===== src/rtl/updown_counter_mod.sv =====
// Parametrised up/down counter with run-time modulus, parallel load,
// wrap/saturate mode, terminal flags and a saturating wrap-event counter.
module updown_counter_mod #(
    parameter int unsigned WIDTH     = 8,
    parameter int unsigned RESET_VAL = 0,
    parameter int unsigned WRAP_W    = 8
) (
    input  logic              clk,
    input  logic              rst,
    input  logic              en,
    input  logic              up,
    input  logic              sat_mode,
    input  logic [WIDTH-1:0]  max_val,
    input  logic              load,
    input  logic [WIDTH-1:0]  load_val,
    input  logic              clr_wrap,
    output logic [WIDTH-1:0]  count,
    output logic              at_max,
    output logic              at_zero,
    output logic              ovf,
    output logic              unf,
    output logic [WRAP_W-1:0] wrap_cnt
);

    logic [WIDTH-1:0]  r_count;
    logic              r_ovf;
    logic              r_unf;
    logic [WRAP_W-1:0] r_wrap;

    logic [WIDTH-1:0]  w_count_nxt;
    logic              w_ovf_nxt;
    logic              w_unf_nxt;
    logic              w_at_max;
    logic              w_at_zero;

    assign w_at_max  = (r_count == max_val);
    assign w_at_zero = (r_count == '0);

    always_comb begin
        w_count_nxt = r_count;
        w_ovf_nxt   = 1'b0;
        w_unf_nxt   = 1'b0;
        if (load) begin
            w_count_nxt = (load_val > max_val) ? max_val : load_val;
        end else if (en) begin
            // A lowered max_val pulls the count back into range before any step.
            if (r_count > max_val) begin
                w_count_nxt = max_val;
            end else if (up) begin
                if (w_at_max) begin
                    w_ovf_nxt   = 1'b1;
                    w_count_nxt = sat_mode ? r_count : '0;
                end else begin
                    w_count_nxt = r_count + 1'b1;
                end
            end else begin
                if (w_at_zero) begin
                    w_unf_nxt   = 1'b1;
                    w_count_nxt = sat_mode ? '0 : max_val;
                end else begin
                    w_count_nxt = r_count - 1'b1;
                end
            end
        end
    end

    always_ff @(posedge clk) begin
        if (rst) begin
            r_count <= WIDTH'(RESET_VAL);
            r_ovf   <= 1'b0;
            r_unf   <= 1'b0;
        end else begin
            r_count <= w_count_nxt;
            r_ovf   <= w_ovf_nxt;
            r_unf   <= w_unf_nxt;
        end
    end

    always_ff @(posedge clk) begin
        if (rst || clr_wrap) begin
            r_wrap <= '0;
        end else if ((w_ovf_nxt || w_unf_nxt) && (r_wrap != '1)) begin
            r_wrap <= r_wrap + 1'b1;
        end
    end

    assign count    = r_count;
    assign at_max   = w_at_max;
    assign at_zero  = w_at_zero;
    assign ovf      = r_ovf;
    assign unf      = r_unf;
    assign wrap_cnt = r_wrap;

endmodule

===== config.mk =====
export PLATFORM = sky130hd
export DESIGN_NAME = updown_counter_mod
export DESIGN_NICKNAME = d
export VERILOG_FILES = /design/src/rtl/updown_counter_mod.sv
export SDC_FILE = /design/constraint.sdc
export NUM_CORES = 1
export LEC_CHECK = 0
export ABC_AREA = 1
export CAP_MARGIN = 25
export CORE_MARGIN = 3
export CORE_UTILIZATION = 46
export DETAILED_ROUTE_END_ITERATION = 8
export DONT_BUFFER_PORTS = 1
export GPL_TIMING_DRIVEN = 0
export HOLD_SLACK_MARGIN = 0.05
export SYNTH_ARGS = -nofsm -noshare
export SYNTH_HDL_FRONTEND = slang
export SYNTH_SLANG_ARGS = --single-unit
export TNS_END_PERCENT = 30

===== constraint.sdc =====
create_clock -name clk -period 2.3 [get_ports clk]
set_clock_uncertainty 0.15 [all_clocks]
set_input_delay 0.46 -clock clk [delete_from_list [all_inputs] [get_ports clk]]
set_output_delay 0.46 -clock clk [all_outputs]
set_load 0.1 [all_outputs]

==> impl_results.md, run 1 <==
- Status: finished, violations left
- Failing checks: setup timing
- Post-DP HPWL: 4670 microns
- Min Tclk post-route: 2.57 ns
- Chip height: 72.3 microns
- Vias: 2191
- CP Cell Sequence: clkinvlp_4 > ha_4 > nand2_4 > nor2_4 > nand2_4 > clkinvlp_4
- Initial antenna violation count: 0
- Synth area leaders: nand2_1 (19%), dfxtp_1 (18%), ha_1 (12%), nand3_1 (12%), inv_1 (8.3%)
- TritonCTS Buffers: 3
- Drt wl/cell: 15.3 microns
- CP Capture Type: output pin
- GRT overflow: 0
- Commonest cells in the synthesized netlist: nand2_1 (105), nand3_1 (50), inv_1 (45)
- Worst-margin pin slew: 1.08 ns
- Synth cell types: 27
- Fillers: 431
- Clock slew at reported path FFs: 0.07 ns
- DR vias/cell: 5.46
- Global-route wire length before repair: 9770 microns
- H-tree depth: 1
- Area of the multi-input gates: 1520 sq um
- Register Area: 398 sq um
- Syn_nets: 385
- Area Overhead vs Synth: 15.6%
- Total core area: 4120 sq um
- Syn Area/Cell: 5.92 sq um
- Max-Cap Viols: 0
- DR pass1 iterations: 4
- RSZ-0062 raised after global routing: yes
- Count leader, synth: nand2_1
- Register area share after synthesis: 0.178
- Synth top area share: 0.195
- Root buf cell: clkbuf_8
- Worst path max stage delay: 0.60 ns
- Pre-CTS setup slack: -0.289 ns
- Fin. max-slew vios: 0
- Routed Antenna Nets: 0
- IR drop worst, VDD: 0.000382 V
- Clock latency on the worst-skew pair: 0.26 ns
- Placed cell area: 2110 sq um
- Critical Path Fanout Max: 7
- Hold-fix buffers at CTS: 0
- Final setup violation count: 18
- Post-synth ARST share: 0
- CTS tree: built
- Max Clk Rate: 0.389 GHz
- Max Buffers Root-to-Sink: 2
- Final WS setup: -0.272 ns
- Final Cycle Share: 1.12
- #FFs+latches synth: 18
- CP Launch Type: flop
- Overall power: 0.00127 W
- Initial core utilization: 0.492
- PortBufs: 0
- Initial DRC Count: 124
- CP bufs+invs: 2
- FP Rows: 23
- Post-synth EDFFs: 0
- Req. time, crit path: 1.69 ns
- Largest net degree at the start of global routing: 11
- Leakage: 1.19 nW
- GRT Overall Usage: 0.239
- Synth warn: 0
- I/O pin cnt: 43
- Drc violations: 0
- Crit path DAT: 1.96 ns
- Power per cell area: 543 nW/um^2
- Final WL: 6120 microns
- Worst path slowest cell: dfxtp_4
- Tightest Hold Check Type: input port to flop
- Cell area after synthesis: 2020 sq um
- Final Core Density: 0.568
- Area leader, netlist: nand2_1
- Max-Slew Margin vs Limit: 0.278
- Post-route cell area: 2340 sq um
- Die Wd: 72.3 microns
- Share of cells above drive strength 1: 0.179
- Layout Nets: 395
- Clock sinks: 18
- ANT cells: 0
- Final Hold Viols: 0
- Most used DFF post-synth: dfxtp_1
- Vias in the first global route: 2099
- Die area: 5230 sq um
- Mapped Cells: 342
- Top delay family on crit path: flip-flops
- RD Place Congestion: 0.913
- CP Class: flop to output pin
- Hold_ws: 0.120 ns
[sequential cells by signal, summed over array words and instances (netlist names)]
| signal | flops |
|---|---|
| unf | 1 |
| count | 8 |
| wrap_cnt | 8 |
| ovf | 1 |
[path summary, 6_finish.rpt]
kind / startpoint / slack [ns] / depth (start not counted) / to
hold reg to reg: count[6] / 0.56 / 2 / count[6]
setup reg to reg: count[0] / -0.15 / 13 / count[1]
hold / removal: rst / 0.12 / 1 / unf
setup / recovery: count[0] / -0.27 / 6 / at_max
[layout by cell type, fill, tap and decap left out, drive strengths merged]
master and count:
nand2 111, nand3 51, inv 46, nor2 36, a21oi 22, ha 20, dfxtp 18, buf 10
o21ai 10, xor2 5, nand4 5, clkbuf 5, xnor2 3, nor3 3, clkinvlp 2, a21o 1
o21bai 1, o21a 1, a211oi 1
[cell type report]
type / instances / share of cell area
multi-input cells: 270 / 0.652
flip-flops and latches: 18 / 0.170
inverters: 48 / 0.0803
plain buffers: 6 / 0.0294
well taps: 50 / 0.0268
clock buffers: 4 / 0.0235
repair buffers: 5 / 0.0182
[repair_timing]
action / CTS / global route
pin swaps: 3 / 11
setup endpoints to repair: 18 / 18
buffers inserted: 2 / 1
cloned: 1 / 1
resized for setup: 19 / 19
[through the flow]
stage	TNS (ns)	instances
floorplan	-0.00213	342
detailed placement	-3.40	392
finish	-1.85	401
CTS	-2.58	399
global placement	-3.26	392
global route	-4.09	401
[kinds of logic after synthesis]
logic type | share of synthesized area
buffers and inverters | 0.117
XOR/XNOR | 0.0346
AND/OR/NAND/NOR | 0.451
flip-flops | 0.178
adder cells (fa/ha/maj) | 0.124
AO/OA/AOI/OAI | 0.0959
[power breakdown]
part	switching, W	internal (W)	total, W
sequential	0.000168	0.000333	0.000501
clock	0.000107	0.000152	0.000260
combinational	0.000322	0.000186	0.000508
total	0.000598	0.000671	0.00127
[worst reg2reg max path: cells and delay by family (launching register included)]
kind / cells / cell delay (ns)
buffers and inverters: 3 / 0.59
adders and majority gates: 1 / 0.20
AOI/OAI and AO/OA: 1 / 0.16
DFF: 1 / 0.60
and+or+nand+nor: 8 / 0.69
[layer usage]
| layer | vias to the layer above | wire length, microns | global-route usage |
|---|---|---|---|
| met5 | - | 0 | 0 |
| met4 | 0 | 94 | 0.0898 |
| met3 | 10 | 404 | 0.0526 |
| met2 | 65 | 2810 | 0.385 |
| met1 | 999 | 2820 | 0.311 |
| li1 | 1117 | - | - |
(Power assumes the default switching activity.)
==> inputs of run 2 (changes only) <==
REMOVE_ABC_BUFFERS = 1   (was unset)
SLEW_MARGIN = 20   (was unset)
==> run 2 against run 1 <==
Net effect:
- combinational power hardly changed
- die area unchanged
- the flow still finishes with violations (setup timing)
- routed wire length down 6.1%
- register-to-register slack worse by 0.12 ns
- hold slack improved by 0.0047 ns
- via count shrank 2.1%
- cell count is 0.50% lower
- setup slack got worse by 0.064 ns
==> impl_results.md, run 2 (synthesis gave the netlist of run 1 again) <==
- Reg power frac: 0.414 (+0.019)
- Routed wl met2: 2730 microns (-2.7%)
- RSZ-0062 raised after global routing: yes
- Chip height: 72.3 microns (unchanged)
- Total core area: 4120 sq um (unchanged)
- CP Capture Point: at_max
- Clk pwr share: 0.170 (-0.035)
- Most common cell after layout, fill and taps aside: nand2_1
- IR drop worst, VDD: 0.000408 V (+6.7%)
- Clock latency on the worst-skew pair: 0.25 ns (about the same)
- Power per cell area: 518 nW/um^2 (-4.6%)
- Worst R2R Start: count[0]
- Global-route wire length before repair: 8960 microns (-8.3%)
- Fin. max-slew vios: 0 (unchanged)
- Die Wd: 72.3 microns (unchanged)
- Max Clk Rate: 0.379 GHz (-2.4%)
- I/O pin cnt: 43 (unchanged)
- WL met3: 400 microns (-0.99%)
- Vias in the first global route: 1939 (-7.6%)
- Crit path launch: count[0]
- Status: finished, violations left
- PortBufs: 0 (unchanged)
- Placed cell area: 2040 sq um (-3.5%)
- CP Class: flop to output pin
- Share of cells above drive strength 1: 0.201 (+0.0211)
- Switching Share: 0.481 (+0.00980)
- Largest net degree at the start of global routing: 13 (+2)
- RD Place Congestion: 0.903 (-1.2%)
- Initial core utilization: 0.492 (unchanged)
- ANT cells: 0 (unchanged)
- Most frequent cells in the layout: nand2_1 (95), nand3_1 (43), inv_1 (41)
- Max Buffers Root-to-Sink: 2 (unchanged)
- CTS tree: built
- DR pass1 iterations: 4 (unchanged)
- DR vias/cell: 5.37 (-1.7%)
- Crit path DAT: 2.03 ns (+0.07 ns)
- Final Cycle Share: 1.15 (+0.0278)
- Register Area: 394 sq um (-0.94%)
- TritonCTS Buffers: 3 (unchanged)
- Final setup violation count: 18 (unchanged)
- M1 wire length: 2610 microns (-7.4%)
- Final WL: 5750 microns (-6.1%)
- Drt wl/cell: 14.4 microns (-5.6%)
- Final WS setup: -0.336 ns (-0.0640 ns)
- H-tree depth: 1 (unchanged)
- Vias: 2144 (-2.1%)
- Req. time, crit path: 1.69 ns (about the same)
- Initial DRC Count: 139 (+12%)
- Clock slew at reported path FFs: 0.06 ns (about the same)
- Reg2Reg Depth: 14 (+1)
- Switch Pwr: 0.000587 W (-1.8%)
- Post-DP HPWL: 4380 microns (-6.2%)
- Critical Path Fanout Max: 7 (unchanged)
- Clock sinks: 18 (unchanged)
- Fillers: 433 (+0.46%)
- Routed Antenna Nets: 0 (unchanged)
- FP Rows: 23 (unchanged)
- Leakage: 1.18 nW (-1.0%)
- Layout Nets: 394 (-0.25%)
- Min-delay src: rst
- Reg2reg setup slack: -0.27 ns (-0.12 ns)
- Worst r2r dst: count[3]
- Drc violations: 0 (unchanged)
- Area Overhead vs Synth: 16.5%
- Initial antenna violation count: 0 (unchanged)
- Failing checks: setup timing
- Tightest Hold Check Type: input port to flop
- CP Launch Type: flop
- Internal: 0.000633 W (-5.6%)
- Final Hold Viols: 0 (unchanged)
- Worst-margin pin slew: 1.10 ns (+0.0216 ns)
- Top routing layer used: met4
- GRT Overall Usage: 0.213 (-0.0264)
- CP Capture Type: output pin
- Area of the multi-input gates: 1590 sq um (+4.3%)
- Comb power frac: 0.416 (+0.015)
- Max-Slew Margin vs Limit: 0.263 (-0.0144)
- Root buf cell: clkbuf_8
- Min Tclk post-route: 2.64 ns (+0.0640 ns)
- Max-Cap Viols: 0 (unchanged)
- Hold_ws: 0.124 ns (+0.00465 ns)
- GRT overflow: 0 (unchanged)
- Die area: 5230 sq um (unchanged)
- Pre-CTS setup slack: -0.716 ns (-0.427 ns)
- Post-route cell area: 2360 sq um (+0.80%)
==> run 2: area by class of cell <==
class | count | share of cell area
clock buffer | 3 | 0.0175
inverter | 48 | 0.0807
multi-input combinational | 272 | 0.674
sequential | 18 | 0.167
tap | 50 | 0.0265
timing repair buffer | 8 | 0.0340
==> run 2: how the worst min path moves through the flow <==
stage / slack [ns] / to / cells after the start
floorplan: 0.38 / ovf / 1
global placement: 0.38 / ovf / 1
detailed placement: 0.38 / ovf / 1
CTS: 0.12 / ovf / 1
global route: 0.12 / ovf / 1
finish: 0.12 / ovf / 1
==> run 2: metal layers <==
| layer | vias to the layer above | GRT usage |
|---|---|---|
| met5 | - | 0 |
| met1 | 966 | 0.291 |
| met3 | 2 | 0.0360 |
| met4 | 0 | 0.0334 |
| met2 | 57 | 0.356 |
| li1 | 1119 | - |
==> run 2: repair_timing <==
item / in CTS / in global routing
endpoints found under the setup margin: 19 / 19
buffers inserted: 4 / 2
hold buffers: 0 / 0
endpoints found under the hold margin: 0 / 0
pin swaps: 4 / 11
cloned: 2 / 0
gates resized for setup: 22 / 29
==> run 2: per-stage QoR <==
step	setup TNS, ns	total power (W)	utilization	cells
after detailed placement	-9.54	0.000936	0.496	386
after global placement	-18.80	0.000929	0.493	386
final	-3.86	0.00122	0.573	399
after floorplan	-9.23	0.000834	-	336
after global routing	-5.52	0.00131	0.573	399
after CTS	-4.16	0.00117	0.536	395
==> run 2: power groups by stage <==
stage | clock network, W | logic, W | registers, W
2_1_floorplan | 0 | 0.000350 | 0.000484
3_3_place_gp | 0 | 0.000423 | 0.000506
3_5_place_dp | 0 | 0.000426 | 0.000510
4_1_cts | 0.000215 | 0.000453 | 0.000505
5_1_grt | 0.000227 | 0.000571 | 0.000509
6_report | 0.000207 | 0.000508 | 0.000505
==> run 2: critical path: stages (launching register included) <==
cell,delay (ns)
dfxtp_4,0.60
clkinvlp_4,0.29
ha_4,0.32
nand2_2,0.04
nor2_2,0.10
nand2_2,0.08
clkinvlp_4,0.34
==> inputs of run 3 (changes only) <==
PLACE_DENSITY_LB_ADDON = 0.12   (was unset)
==> run 3 against run 2 <==
Net effect:
- the run still ends with setup timing left
- sequential cell count unchanged
- sequential share of layout area is 0.45 points higher
- critical path depth increased by 10
- sequential power fell by 4%
- fmax rose by 0.92%
- setup slack better by 0.024 ns
- die area did not move
- critical path type is now flop to flop
- critical endpoint is now count[4]
- largest power group unchanged
==> impl_results.md, run 3 (synthesis gave the netlist of run 1 again) <==
- Final Core Density: 0.556 (-0.0167)
- Reg2reg setup slack: -0.31 ns (-0.04 ns)
- Critical Path Fanout Max: 6 (-1)
- Routed Antenna Nets: 0 (unchanged)
- Most common cell after layout, fill and taps aside: nand2_1
- RSZ-0062 raised after global routing: yes
- RD Place Congestion: 0.893 (-1.1%)
- Post-DP HPWL: 4370 microns (-0.20%)
- Worst path max stage delay: 0.62 ns (+0.02 ns)
- Placed cell area: 2070 sq um (+1.5%)
- ANT cells: 0 (unchanged)
- Clock sinks: 18 (unchanged)
- CP Class: flop to flop
- Final Hold Viols: 0 (unchanged)
- Min Tclk post-route: 2.61 ns (-0.0239 ns)
- Final WL: 5800 microns (+0.92%)
- Layout Nets: 396 (+0.51%)
- Power per cell area: 544 nW/um^2 (+5.1%)
- Status: finished, violations left
- I/O pin cnt: 43 (unchanged)
- H-tree depth: 1 (unchanged)
- GRT Overall Usage: 0.228 (+0.0156)
- Clock latency on the worst-skew pair: 0.25 ns (about the same)
- Root buf cell: clkbuf_8
- PortBufs: 0 (unchanged)
- Most frequent cells in the layout: nand2_1 (101), nand3_1 (50), inv_1 (43)
- CTS tree: built
- CP Capture Type: flop
- Die area: 5230 sq um (unchanged)
- CP Cell Sequence: buf_16 > buf_1 > inv_2 > ha_4 > nand2_4 > nor2_4 > inv_2 > buf_4 > nand2_1 > nand2_1 > nand2_1 > nand3_1 > nand3_1 > nand3_1 > nand2_1 > inv_1
- Initial DRC Count: 164 (+18%)
- Initial antenna violation count: 0 (unchanged)
- DR pass1 iterations: 4 (unchanged)
- Hold_ws: 0.123 ns (-0.00159 ns)
- Hold-fix buffers at CTS: 0 (unchanged)
- Final setup violation count: 17 (-1)
- Drc violations: 0 (unchanged)
- Tightest Hold Check Type: input port to flop
- Max-Slew Margin vs Limit: 0.276 (+0.0123)
- Max Buffers Root-to-Sink: 2 (unchanged)
- Worst path slowest cell: nor2_4
- Post-route cell area: 2290 sq um (-2.9%)
- CP Launch Type: flop
- Max Clk Rate: 0.383 GHz (+0.92%)
- FP Rows: 23 (unchanged)
- IR drop worst, VDD: 0.000451 V (+11%)
- DR vias/cell: 5.37 (about the same)
- Die Wd: 72.3 microns (unchanged)
- Failing checks: setup timing
- Total core area: 4120 sq um (unchanged)
- Pre-CTS setup slack: -0.798 ns (-0.0822 ns)
- Vias in the first global route: 2016 (+4.0%)
- Share of cells above drive strength 1: 0.151 (-0.0500)
- Top delay family on crit path: simple AND/OR/NAND/NOR gates
- Final Cycle Share: 1.14 (-0.0104)
- Largest net degree at the start of global routing: 13 (unchanged)
- CP bufs+invs: 6 (+4)
- Global-route wire length before repair: 9490 microns (+5.9%)
- Clock slew at reported path FFs: 0.07 ns (about the same)
- Fillers: 432 (-0.23%)
- Fin. max-slew vios: 0 (unchanged)
- Area Overhead vs Synth: 13.1%
- Vias: 2159 (+0.70%)
- CP most frequent cell: nand2_1
- Leakage: 1.18 nW (-0.33%)
- TritonCTS Buffers: 3 (unchanged)
- Req. time, crit path: 2.30 ns (+0.61 ns)
- GRT overflow: 0 (unchanged)
- Final WS setup: -0.312 ns (+0.0239 ns)
- Initial core utilization: 0.492 (unchanged)
- Worst-margin pin slew: 1.09 ns (-0.0184 ns)
- Crit path DAT: 2.61 ns (+0.58 ns)
- Chip height: 72.3 microns (unchanged)
- Max-Cap Viols: 0 (unchanged)
- Drt wl/cell: 14.4 microns (+0.17%)
==> run 3: stage by stage <==
stage / setup TNS (ns) / cells / power [W]
5_1_grt: -6.02 / 402 / 0.00134
2_1_floorplan: -9.23 / 336 / 0.000834
4_1_cts: -3.72 / 398 / 0.00124
6_report: -3.93 / 402 / 0.00125
3_5_place_dp: -10.43 / 388 / 0.000947
3_3_place_gp: -18.41 / 386 / 0.000926
==> run 3: metal layers <==
layer  share of wire  vias up  global-route usage
met1            0.46      957               0.312
met3           0.081        9              0.0388
met4           0.014        0              0.0480
met5               0        -                   0
li1                -     1126                   -
met2            0.45       67               0.376
==> run 3: path summary, 6_finish.rpt <==
| path | startpoint | endpoint | cells past startpoint |
|---|---|---|---|
| setup / recovery | count[0] | count[4] | 16 |
| hold / removal | rst | ovf | 1 |
| setup reg to reg | count[0] | count[4] | 16 |
| hold reg to reg | count[6] | count[6] | 2 |
==> run 3: cell type report <==
cell class	count	area, sq um	share of cell area
well taps	50	62.6	0.0273
clock buffers	4	55.1	0.0241
inverters	48	184	0.0804
flip-flops and latches	18	393	0.172
repair buffers	10	108	0.0470
multi-input cells	272	1490	0.650
==> run 3: power breakdown <==
part           internal (W)  switching [W]  leakage, nW  total (W)
combinational      0.000186       0.000321        0.997   0.000507
clock              0.000152       0.000101       0.0288   0.000252
sequential         0.000333       0.000153        0.153   0.000486
total              0.000671       0.000575         1.18    0.00125
==> run 3: repair_timing <==
item                       CTS  global route
cloned                       2             0
gates resized for setup     19             6
pin swaps                    7             3
buffers inserted             4             2
setup endpoints to repair   19            19
hold endpoints to repair     0             0
==> RTL edit 1 (settings of run 1) <==
Add an input register stage for `load`, without a reset; this delays it by one clock. The other inputs are not delayed to match.
--- a/src/rtl/updown_counter_mod.sv
+++ b/src/rtl/updown_counter_mod.sv
@@ -22,6 +22,12 @@
     output logic [WRAP_W-1:0] wrap_cnt
 );
 
+    logic load_q;
+
+    always_ff @(posedge clk) begin
+        load_q <= load;
+    end
+
     logic [WIDTH-1:0]  r_count;
     logic              r_ovf;
     logic              r_unf;
@@ -40,7 +46,7 @@
         w_count_nxt = r_count;
         w_ovf_nxt   = 1'b0;
         w_unf_nxt   = 1'b0;
-        if (load) begin
+        if (load_q) begin
             w_count_nxt = (load_val > max_val) ? max_val : load_val;
         end else if (en) begin
             // A lowered max_val pulls the count back into range before any step.
Function: changed (a bounded check fails within 4 cycles, from zero or initial values and one cycle with rst high).
==> RTL edit 1 against run 1 <==
  * The run still ends with negative setup slack left
  * Design area up 0.27%
  * Routed wire length is 3.7% lower
  * Hold slack got worse by 0.045 ns
  * Utilization decreased by 0.24 points
  * Final cell count increased by 0.75%
  * Power is 1.6% lower
  * Area after synthesis rose by 0.99%
  * Sequential cell count up 1
  * Worst setup slack improved by 0.029 ns
==> RTL edit 1: results (changes against run 1) <==
* finished with violations — outcome
* negative setup slack — violated checks
* 21 — post-cts gate resize count, +2
* 18.1% — power share of the clock group, -2.4 points
* -0.280 ns — worst slack, placed, +0.00942 ns
* 0% — fraction of registers with async set or reset after synthesis, unchanged
* 450 — fill count, +4.4%
* -2.28 ns — Sum Neg Setup Slack, -0.424 ns
* -0.243 ns — smallest setup slack after layout, +0.0292 ns
* 105 x sky130_fd_sc_hd__nand2_1, 50 x sky130_fd_sc_hd__nand3_1, 45 x sky130_fd_sc_hd__inv_1 — top cells by instance count after synthesis
* 4 — buffer count from post-CTS setup fixing, +2
* 0.655 mW — cell-internal power, -2.3%
* 3 — number of buffers inserted during clock tree synthesis, unchanged
* 5.23% — met3 layer usage reported by global route, -0.029 points
* input port to flip-flop — path type of the worst min-delay path
* 37.7% — met2 usage, -0.85 points
* 1.20 nW — LEAKAGE, +0.55%
* 0.07 ns — Clock Pin Slew Worst Setup and Hold Paths, about the same
* 0 — # port buffers, unchanged
* 0.226 mW — Clk. pwr, -13%
* -0.16 ns — Reg2Reg Setup Slack
* 5.90 mm — final wirelength, -3.7%
* 0.518 mW — total sequential power, +3%
* 150 — 1st-iter DRT viols, +21%
* 0.0749 ns — worst hold slack, -0.0449 ns
* 2159 — Via Count, -1.5%
* 32.4% — met1 usage in global routing, +1.3 points
* load — startpoint of the worst hold path
* 18.6% — register area share after synthesis, +0.81 points
* 12 — pin count of the biggest net entering global routing, +1
* 29.2% — relative slew slack, +1.4 points
* 27 — count of different cell masters after synthesis, unchanged
* 429 µV — peak supply drop, +12%
* 0 — Worst Hold Path Cells, -1
* 18.6% — share of post-route cells with drive strength above 1, +0.70 points
* 2076 — via count of the first global-routing pass, -1.1%
* 1.93 ns — arrival time reported for the critical path endpoint, -0.03 ns
* 18 — total of endpoints with negative setup slack in the final report, unchanged
* 23.6% — global router's overall resource usage, -0.35 points
* sky130_fd_sc_hd__nand2_1 19%, sky130_fd_sc_hd__dfxtp_1 19%, sky130_fd_sc_hd__ha_1 12% — top post-synthesis cells by area
* 1 — total number of H-tree levels, unchanged
* 0.890 — routability cong., -2.5%
* 386 — post-synth net total, +0.26%
* 9.76 mm — wire length of the first global-routing pass, about the same
* load_q$_DFF_P_ — Worst Hold End
* 4.65 mm — HPWL after DPL, -0.46%
* 398 — Final Net Count, +0.76%
## RTL edit 1: through the flow
stage | std cells | area, µm²
final | 404 | 2340
after global routing | 404 | 2340
after CTS | 402 | 2290
after detailed placement | 393 | 2130
after global placement | 393 | 2130
after floorplan | 343 | 2070
## RTL edit 1: cell families after synthesis
kind of cell | after synthesis | share of synthesized area [%]
fa+ha+maj | 20 | 12.2
buf+inv | 54 | 11.6
xor+xnor | 8 | 3.43
compound gates | 36 | 9.49
flops | 19 | 18.6
simple gates | 206 | 44.6
## RTL edit 1: area by class of cell
type,instances,share of cell area [%]
buffer,6,2.93
timing repair buffer,7,2.29
multi-input combinational,270,64.3
tap,50,2.67
clock inverter,1,0.213
clock buffer,3,1.76
inverter,48,8.00
sequential,19,17.8
## RTL edit 1: worst register-to-register path: cells and delay by family, from the launching register on
family	cells	cell delay, ns
and+or+nand+nor	8	0.70
buffers and inverters	3	0.61
DFF	1	0.59
adders and majority gates	1	0.20
AOI/OAI and AO/OA	1	0.15
## RTL edit 1: how the worst max path moves through the flow
stage                     slack (ns)                     start  depth (start not counted)                        to
final                          -0.24     count[0]$_SDFFE_PP0P_                          6                    at_max
after global routing           -0.31     count[0]$_SDFFE_PP0P_                         13     count[1]$_SDFFE_PP0P_
after CTS                      -0.27     count[0]$_SDFFE_PP0P_                          6                    at_max
after detailed placement       -0.28  wrap_cnt[4]$_SDFFE_PP0P_                          8  wrap_cnt[2]$_SDFFE_PP0P_
after global placement         -0.25  wrap_cnt[4]$_SDFFE_PP0P_                          8  wrap_cnt[7]$_SDFFE_PP0P_
after floorplan               -0.002     count[6]$_SDFFE_PP0P_                          5                    at_max
## RTL edit 1: routing by layer
layer	wire [µm]	vias to the layer above
li1	-	1129
met1	2720	967
met2	2680	59
met3	468	4
met4	28	0
met5	0	-
==> RTL edit 2 (flow settings as in run 1) <==
Made on the original files. Change the parameter `WIDTH` from 8 to 10.
--- a/src/rtl/updown_counter_mod.sv
+++ b/src/rtl/updown_counter_mod.sv
@@ -1,7 +1,7 @@
 // Parametrised up/down counter with run-time modulus, parallel load,
 // wrap/saturate mode, terminal flags and a saturating wrap-event counter.
 module updown_counter_mod #(
-    parameter int unsigned WIDTH     = 8,
+    parameter int unsigned WIDTH     = 10,
     parameter int unsigned RESET_VAL = 0,
     parameter int unsigned WRAP_W    = 8
 ) (
Ports: changed (resized count, load_val and max_val); port bits go from 43 to 49. No check against the original RTL was run, so the function may have changed too.
==> RTL edit 2 against run 1 <==
  * Power increased by 30%
  * Worst setup slack improved by 0.035 ns
  * Design area increased by 35%
  * Area after synthesis increased by 23%
  * Utilization increased by 4.2 points
  * Routed wire length increased by 32%
  * Fmax increased by 1.4%
  * Sequential cell count increased by 2
  * Highest routed layer unchanged
  * The flow still finishes with violations (negative setup slack)
==> RTL edit 2: results (changes against run 1) <==
* finished with violations — outcome
* negative setup slack — violated checks
* 5.64% — met3 layer usage reported by global route, +0.38 points
* 0.28 ns — latest clock arrival within the worst-skew pair, +0.02 ns
* 219 — 1st-iter DRT viols, +77%
* 511 — fill count, +19%
* count[9]$_SDFFE_PP0P_ — Setup crit start
* 328 — count of multi-input combinational gates, +21%
* 5 — number of search-and-repair iterations in the first detailed-routing pass, +1
* 424 — synthesized instance count, +24%
* 64.1% — multi-input gate share of total cell area, -1.1 points
* -0.237 ns — smallest setup slack after layout, +0.0347 ns
* 475 — post-synth net total, +23%
* 445 µm² — FF/Latch Area, +12%
* 1.52 nW — LEAKAGE, +27%
* 15.5 µm — routed wire length per instance, +1.7%
* 0.10 ns — Clock Pin Slew Worst Setup and Hold Paths, +0.03 ns
* 321 µV — peak supply drop, -16%
* 13 — pin count of the biggest net entering global routing, +2
* sky130_fd_sc_hd__nand2_1 19%, sky130_fd_sc_hd__dfxtp_1 16%, sky130_fd_sc_hd__ha_1 12% — top post-synthesis cells by area
* 25.6% — share of post-route cells with drive strength above 1, +7.6 points
* 31 — Signal buffers, +20
* 520 — final std cells w/o fill, +30%
* 3.96 mm — wire length on met2, +41%
* 14 — Reg2Reg Depth, +1
* 12.9 mm — wire length of the first global-routing pass, +32%
* 20 — total of endpoints with negative setup slack in the final report, +2
* 2 — Worst Hold Path Cells, +1
* 37 — post-cts gate resize count, +18
* 31.5% — relative slew slack, +3.8 points
* 70 — # Taps, +40%
* 7.89% — proportion of final cell area spent on non-clock buffers, +3.1 points
* 0.170 ns — worst hold slack, +0.0501 ns
-- RTL edit 2: changes by cell type in the layout (fill, tap and decap cells not counted), sizes merged, moves of 6 or more --
cell / run 1 / this run
nand2: 111 / 132
buf: 10 / 29
inv: 46 / 63
nor2: 36 / 49
o21ai: 10 / 21
nand4: 5 / 11
-- RTL edit 2: stage by stage --
step	worst slack [ns]	TNS, ns
2_1_floorplan	-0.0374	-0.0480
3_3_place_gp	-0.267	-2.94
3_5_place_dp	-0.300	-3.19
4_1_cts	-0.237	-0.761
5_1_grt	-0.296	-3.74
6_report	-0.237	-1.81
-- RTL edit 2: power groups by stage --
stage	Sequential [mW]	Combinational (mW)	Clock [mW]
6_report	0.567	0.743	0.336
3_5_place_dp	0.571	0.596	0
4_1_cts	0.567	0.693	0.342
5_1_grt	0.570	0.828	0.356
2_1_floorplan	0.556	0.478	0
3_3_place_gp	0.571	0.589	0
